$ cat config.mk
export PLATFORM = sky130hd
export DESIGN_NAME = muldiv_unit
export DESIGN_NICKNAME = d
export VERILOG_FILES = /design/src/rtl/muldiv_unit.sv
export SDC_FILE = /design/constraint.sdc
export NUM_CORES = 2
export LEC_CHECK = 0
export ABC_AREA = 1
export BUFFER_PORTS_ARGS = -buffer_cell sky130_fd_sc_hd__buf_2
export CORE_UTILIZATION = 65
export CTS_BUF_LIST = sky130_fd_sc_hd__clkbuf_8
export CTS_CLUSTER_DIAMETER = 40
export DETAILED_ROUTE_END_ITERATION = 8
export PLACE_DENSITY = 0.93
export SLEW_MARGIN = 20
export SYNTH_ARGS = -nofsm -noshare
export SYNTH_HDL_FRONTEND = slang
export SYNTH_SLANG_ARGS = --single-unit
$ cat constraint.sdc
create_clock -name clk -period 12.72 [get_ports clk]
set_input_delay 1.272 -clock clk [delete_from_list [all_inputs] [get_ports clk]]
set_output_delay 1.272 -clock clk [all_outputs]
set_load 0.005 [all_outputs]
$ cat src/rtl/muldiv_unit.sv
// RV32M execute-stage multiply/divide unit: two-cycle multiply and special cases,
// iterative restoring radix-2 divide, start/busy/done handshake with flush.
module muldiv_unit #(
    parameter int WIDTH = 32
) (
    input  logic             clk,
    input  logic             rst,
    input  logic             start,
    input  logic [3:0]       aluControl,
    input  logic [WIDTH-1:0] srcA,
    input  logic [WIDTH-1:0] srcB,
    input  logic             flush,
    output logic             busy,
    output logic             done,
    output logic [WIDTH-1:0] result
);
    localparam logic [3:0] OP_MUL    = 4'b1010;
    localparam logic [3:0] OP_MULH   = 4'b1011;
    localparam logic [3:0] OP_MULHSU = 4'b1100;
    localparam logic [3:0] OP_MULHU  = 4'b1001;
    localparam logic [3:0] OP_DIV    = 4'b1110;
    localparam logic [3:0] OP_DIVU   = 4'b1111;
    localparam logic [3:0] OP_REM    = 4'b0110;
    localparam logic [3:0] OP_REMU   = 4'b0111;

    localparam int               CNT_W    = (WIDTH > 1) ? $clog2(WIDTH) : 1;
    localparam logic [CNT_W-1:0] CNT_LAST = CNT_W'(WIDTH - 1);
    localparam logic [WIDTH-1:0] ALL_ONES = '1;
    localparam logic [WIDTH-1:0] INT_MIN  = {1'b1, {(WIDTH-1){1'b0}}};

    typedef enum logic [1:0] {S_IDLE, S_MUL, S_DIV, S_DONE} state_t;

    function automatic logic is_div_op(input logic [3:0] op);
        return (op == OP_DIV) || (op == OP_DIVU) || (op == OP_REM) || (op == OP_REMU);
    endfunction

    function automatic logic is_signed_div(input logic [3:0] op);
        return (op == OP_DIV) || (op == OP_REM);
    endfunction

    function automatic logic is_rem_op(input logic [3:0] op);
        return (op == OP_REM) || (op == OP_REMU);
    endfunction

    function automatic logic [WIDTH-1:0] negate_if(input logic [WIDTH-1:0] v, input logic neg);
        return neg ? -v : v;
    endfunction

    state_t           state_q, state_d;
    logic [3:0]       op_q, op_d;
    logic [WIDTH-1:0] a_q, a_d;
    logic [WIDTH-1:0] b_q, b_d;
    logic [WIDTH-1:0] rem_q, rem_d;
    logic [CNT_W-1:0] cnt_q, cnt_d;
    logic             qneg_q, qneg_d;
    logic             rneg_q, rneg_d;
    logic [WIDTH-1:0] result_q, result_d;

    logic             accept, sgn_in, div_go;
    logic [2*WIDTH-1:0] a_ext, b_ext, prod;
    logic [WIDTH-1:0] mul_res, div_res, rem_nx, quot_nx;
    logic [WIDTH:0]   rem_sh, diff;
    logic             ge;

    assign accept = (state_q == S_IDLE) && start && !flush;
    assign sgn_in = is_signed_div(aluControl);
    // Zero divisor and INT_MIN/-1 bypass the iterative path and resolve in the MUL state.
    assign div_go = is_div_op(aluControl) && (srcB != '0)
                    && !(sgn_in && (srcA == INT_MIN) && (srcB == ALL_ONES));

    assign a_ext = ((op_q == OP_MULH) || (op_q == OP_MULHSU))
                   ? {{WIDTH{a_q[WIDTH-1]}}, a_q} : {{WIDTH{1'b0}}, a_q};
    assign b_ext = (op_q == OP_MULH) ? {{WIDTH{b_q[WIDTH-1]}}, b_q} : {{WIDTH{1'b0}}, b_q};
    assign prod  = a_ext * b_ext;

    always_comb begin
        mul_res = '0;
        case (op_q)
            OP_MUL:                       mul_res = prod[WIDTH-1:0];
            OP_MULH, OP_MULHSU, OP_MULHU: mul_res = prod[2*WIDTH-1:WIDTH];
            OP_DIV, OP_DIVU:              mul_res = (b_q == '0) ? ALL_ONES : a_q;
            OP_REM, OP_REMU:              mul_res = (b_q == '0) ? a_q : '0;
            default:                      mul_res = '0;
        endcase
    end

    // One restoring step: a_q shifts dividend bits out and quotient bits in.
    assign rem_sh  = {rem_q, a_q[WIDTH-1]};
    assign diff    = rem_sh - {1'b0, b_q};
    assign ge      = ~diff[WIDTH];
    assign rem_nx  = ge ? diff[WIDTH-1:0] : rem_sh[WIDTH-1:0];
    assign quot_nx = {a_q[WIDTH-2:0], ge};
    assign div_res = is_rem_op(op_q) ? negate_if(rem_nx, rneg_q) : negate_if(quot_nx, qneg_q);

    always_comb begin
        state_d  = state_q;
        op_d     = op_q;
        a_d      = a_q;
        b_d      = b_q;
        rem_d    = rem_q;
        cnt_d    = cnt_q;
        qneg_d   = qneg_q;
        rneg_d   = rneg_q;
        result_d = result_q;
        unique case (state_q)
            S_IDLE: begin
                if (accept) begin
                    op_d   = aluControl;
                    qneg_d = sgn_in && (srcA[WIDTH-1] ^ srcB[WIDTH-1]);
                    rneg_d = sgn_in && srcA[WIDTH-1];
                    rem_d  = '0;
                    if (div_go) begin
                        a_d     = negate_if(srcA, sgn_in && srcA[WIDTH-1]);
                        b_d     = negate_if(srcB, sgn_in && srcB[WIDTH-1]);
                        cnt_d   = CNT_LAST;
                        state_d = S_DIV;
                    end else begin
                        a_d     = srcA;
                        b_d     = srcB;
                        state_d = S_MUL;
                    end
                end
            end
            S_MUL: begin
                result_d = mul_res;
                state_d  = S_DONE;
            end
            S_DIV: begin
                a_d   = quot_nx;
                rem_d = rem_nx;
                if (cnt_q == '0) begin
                    result_d = div_res;
                    state_d  = S_DONE;
                end else begin
                    cnt_d = cnt_q - CNT_W'(1);
                end
            end
            S_DONE:  state_d = S_IDLE;
            default: state_d = S_IDLE;
        endcase
        if (flush) begin
            state_d  = S_IDLE;
            cnt_d    = '0;
            result_d = result_q;
        end
    end

    always_ff @(posedge clk) begin
        if (rst) begin
            state_q  <= S_IDLE;
            cnt_q    <= '0;
            result_q <= '0;
        end else begin
            state_q  <= state_d;
            cnt_q    <= cnt_d;
            result_q <= result_d;
        end
    end

    always_ff @(posedge clk) begin
        op_q   <= op_d;
        a_q    <= a_d;
        b_q    <= b_d;
        rem_q  <= rem_d;
        qneg_q <= qneg_d;
        rneg_q <= rneg_d;
    end

    assign busy   = (state_q != S_IDLE);
    assign done   = (state_q == S_DONE);
    assign result = result_q;
endmodule
==> impl_metrics.toml <==
[status]
outcome = "completed"

[final_layout]
nets = 9659
final_cell_area_um2 = 63900
final_util = 0.682
drive_gt1_frac = 0.0476
area_growth_from_synthesis_to_layout_pct = 3.47
filler_cell_count = 7308

[synthesis]
synth_adder_area_share = 0.531
ys.warnings.count = 0
syn-cell-area_um2 = 61800
avg_synthesized_cell_area_um2 = 7.81
number_of_flops_mapped_to_enable_cells_by_yosys = 102
combinational_family_with_the_most_area_after_synthesis = "adder cells"
synth_mux_area_frac = 0
synth-simple-area-share = 0.174
synth-async-reset-ratio = 0
synthDistinctLibCells = 65
fraction_of_the_mapped_netlist_area_in_compound_gates = 0.0559
synth_flop_cell = "edfxtp_1"
synth-seq-area-share = 0.0622
postSynthNetCount = 9754
yosys.area_share.xor_xnor = 0.0139
ys_ff_latch = 141
post_synth_inst_count = 7911

[grt]
grt_start_max_net_pins = 86
global_route.overflow_total = 0
grt_pass1_wl_um = 350000
number_of_global_route_vias_before_repair = 58400
initial_antenna_violation_count = 23
grt_use_total = 0.506

[floorplan]
die_y_um = 310
design.core.area_um2 = 93700
start_util = 0.659
floorplan.io_pins = 106
die-width_um = 310
die_area_um2 = 96300
floorplan.rows = 112

[route]
detailedRoute.firstPassIterationCount = 7
detail_route.vias_per_cell = 5.99
routed_wl_um = 234000
dr.first_iter.drc_count = 6687
postRouteAntennaNets = 0
drcViolationCount = 0
routed-via-count = 54600
routedWlPerCell_um = 25.7

[sta]
final.period_utilization = 0.865
rsz_0062_raised_after_global_routing = "false"
worst_slew_margin_relative_to_its_limit = 0.180
final.hold.worst_slack_ns = 0.467
finalWorstPathRequiredPeriod_ns = 11.00
report.final.slew_viol_count = 0
worst-slew-pin-transition_ns = 1.23
finalSetupTns_ns = 0
timing_limited_maximum_frequency_mhz = 90.9
hold_viol = 0
skew_ns = 0.0212
number_of_endpoints_failing_setup_at_the_final_stage = 0

[critical_path]
cpMaxStageDelayCell = "fa_1"
r2r_slack_ns = 1.72
timing.critical_path.required_ns = 13.15
timing.critical_path.to_type = "flop"
crit_arrival_ns = 11.42
worst-setup-path-type = "reg -> reg"
crit_path_max_incr_delay_ns = 1.03
cpMostUsedCell = "fa_1"
worstPathMaxFanout = 14
startpoint_type = "flop"

[placement]
port_buffers = 105
detailed_place_hpwl_um = 187000
routability_cong = 1.11
post_dp_cell_area_um2 = 63400

[clock_network]
tritoncts = "built"
cts-hold-fix-buffers = 0
clkSlewWorstSetupHoldPaths_ns = 0.10
clk_path_buf_depth = 2
clk-insertion-delay-late_ns = 0.53
cts-root-buf = "clkbuf_8"
cts.sinks = 141
ctsHtreeMaxLevel = 4
postCtsResizedCells = 0
post-cts-setup-buffer-count = 0
cts-buffers-inserted = 17

[min_path]
hp-class = "reg -> reg"

[flow_run]
maxCapViolCount = 0
-- worst paths after layout --
| kind | start | end | cells past startpoint |
|---|---|---|---|
| worst max-delay path | op_q[0]$_DFFE_PP_ | result[27]$_SDFFE_PP0P_ | 31 |
| worst min-delay path | cnt_q[0]$_SDFFE_PP0P_ | cnt_q[0]$_SDFFE_PP0P_ | 1 |
| worst max register to register | op_q[0]$_DFFE_PP_ | result[27]$_SDFFE_PP0P_ | 31 |
| worst min register to register | cnt_q[0]$_SDFFE_PP0P_ | cnt_q[0]$_SDFFE_PP0P_ | 1 |
-- layout make-up --
cell class	count	area [um^2]	area share
multi-input cells	5113	48000	0.750
inverters	2332	8750	0.137
flip-flops and latches	141	3840	0.0601
well taps	1254	1570	0.0245
repair buffers	211	1330	0.0209
clock buffers	17	234	0.00366
clock inverters	15	186	0.00292
diodes	22	55.1	0.000861
-- worst max-delay path, delay by kind of cell, from the launching register on --
kind / cells / cell delay [ns]
AO/OA/AOI/OAI: 6 / 1.55
adder cells (fa/ha/maj): 11 / 6.49
buffers and inverters: 7 / 0.78
flip-flops: 1 / 0.45
AND/OR/NAND/NOR: 7 / 1.58
-- stage by stage --
step | cells | worst slack [ns]
final | 9105 | 1.72
after global routing | 9083 | 1.03
after CTS | 9082 | 1.82
after detailed placement | 9050 | 1.83
after global placement | 9050 | 2.02
after floorplan | 7911 | 3.33
-- sequential cells by signal (all words and copies together), names as in the netlist --
name	cells
a_q	32
b_q	32
cnt_q	5
op_q	4
qneg_q	1
rem_q	32
result	32
rneg_q	1
state_q	2
-- placed cells by master (no fill, tap or decap), drive strengths merged, types with 28 or more instances in the layout --
cell type  instances
edfxtp           102
or2               28
dfxtp             39
o21ai            239
nand2           1842
nor3              65
a21oi            264
nand4             48
ha               351
nor2             404
xnor2             37
fa              1420
nand3            187
buf              210
xor2              61
inv             2335
-- cell families after synthesis --
family | Yosys count
AOI/OAI and AO/OA | 619
xor gates and xnor gates | 98
adders and majority gates | 1771
buffers and inverters | 2657
DFF | 141
and+or+nand+nor | 2625
-- routing by layer --
layer,routed length [um],GRT usage
met5,670,0.0394
met4,19000,0.341
met3,39300,0.265
met2,96300,0.713
met1,78500,0.594
-- synthesized netlist by cell type, types with 4 or more instances --
cell      count  area (um^2)
a211oi_1      6         45.0
a21boi_0      8         60.1
a21o_1       16          120
a21oi_1     257         1290
a21oi_2       6         52.6
a221oi_1      5         43.8
a31oi_1      15         93.8
buf_1        61          229
buf_2         4         20.0
clkbuf_1    253          950
dfxtp_1      39          781
edfxtp_1    102         3060
fa_1       1420        28400
ha_1        351         4390
inv_1      2315         8690
inv_2        14         52.6
nand2_1    1802         6760
nand2_2      34          213
nand2_4       6         67.6
nand3_1     177          886
nand3_2       8         80.1
nand3b_1     20          150
nand4_1      48          300
nor2_1      387         1450
nor2_2       14         87.6
nor3_1       64          320
nor4_1       24          150
o211ai_1      9         67.6
o21a_1       16          120
o21ai_0     230         1150
o21ai_1       6         30.0
o21bai_1     18          135
o31ai_1       6         45.0
or2_2        26          163
xnor2_1      37          324
xor2_1       61          534
Power is left out: the tool's default activity adds up to more than one toggle a clock period on the data nets, which glitch-free logic cannot reach.
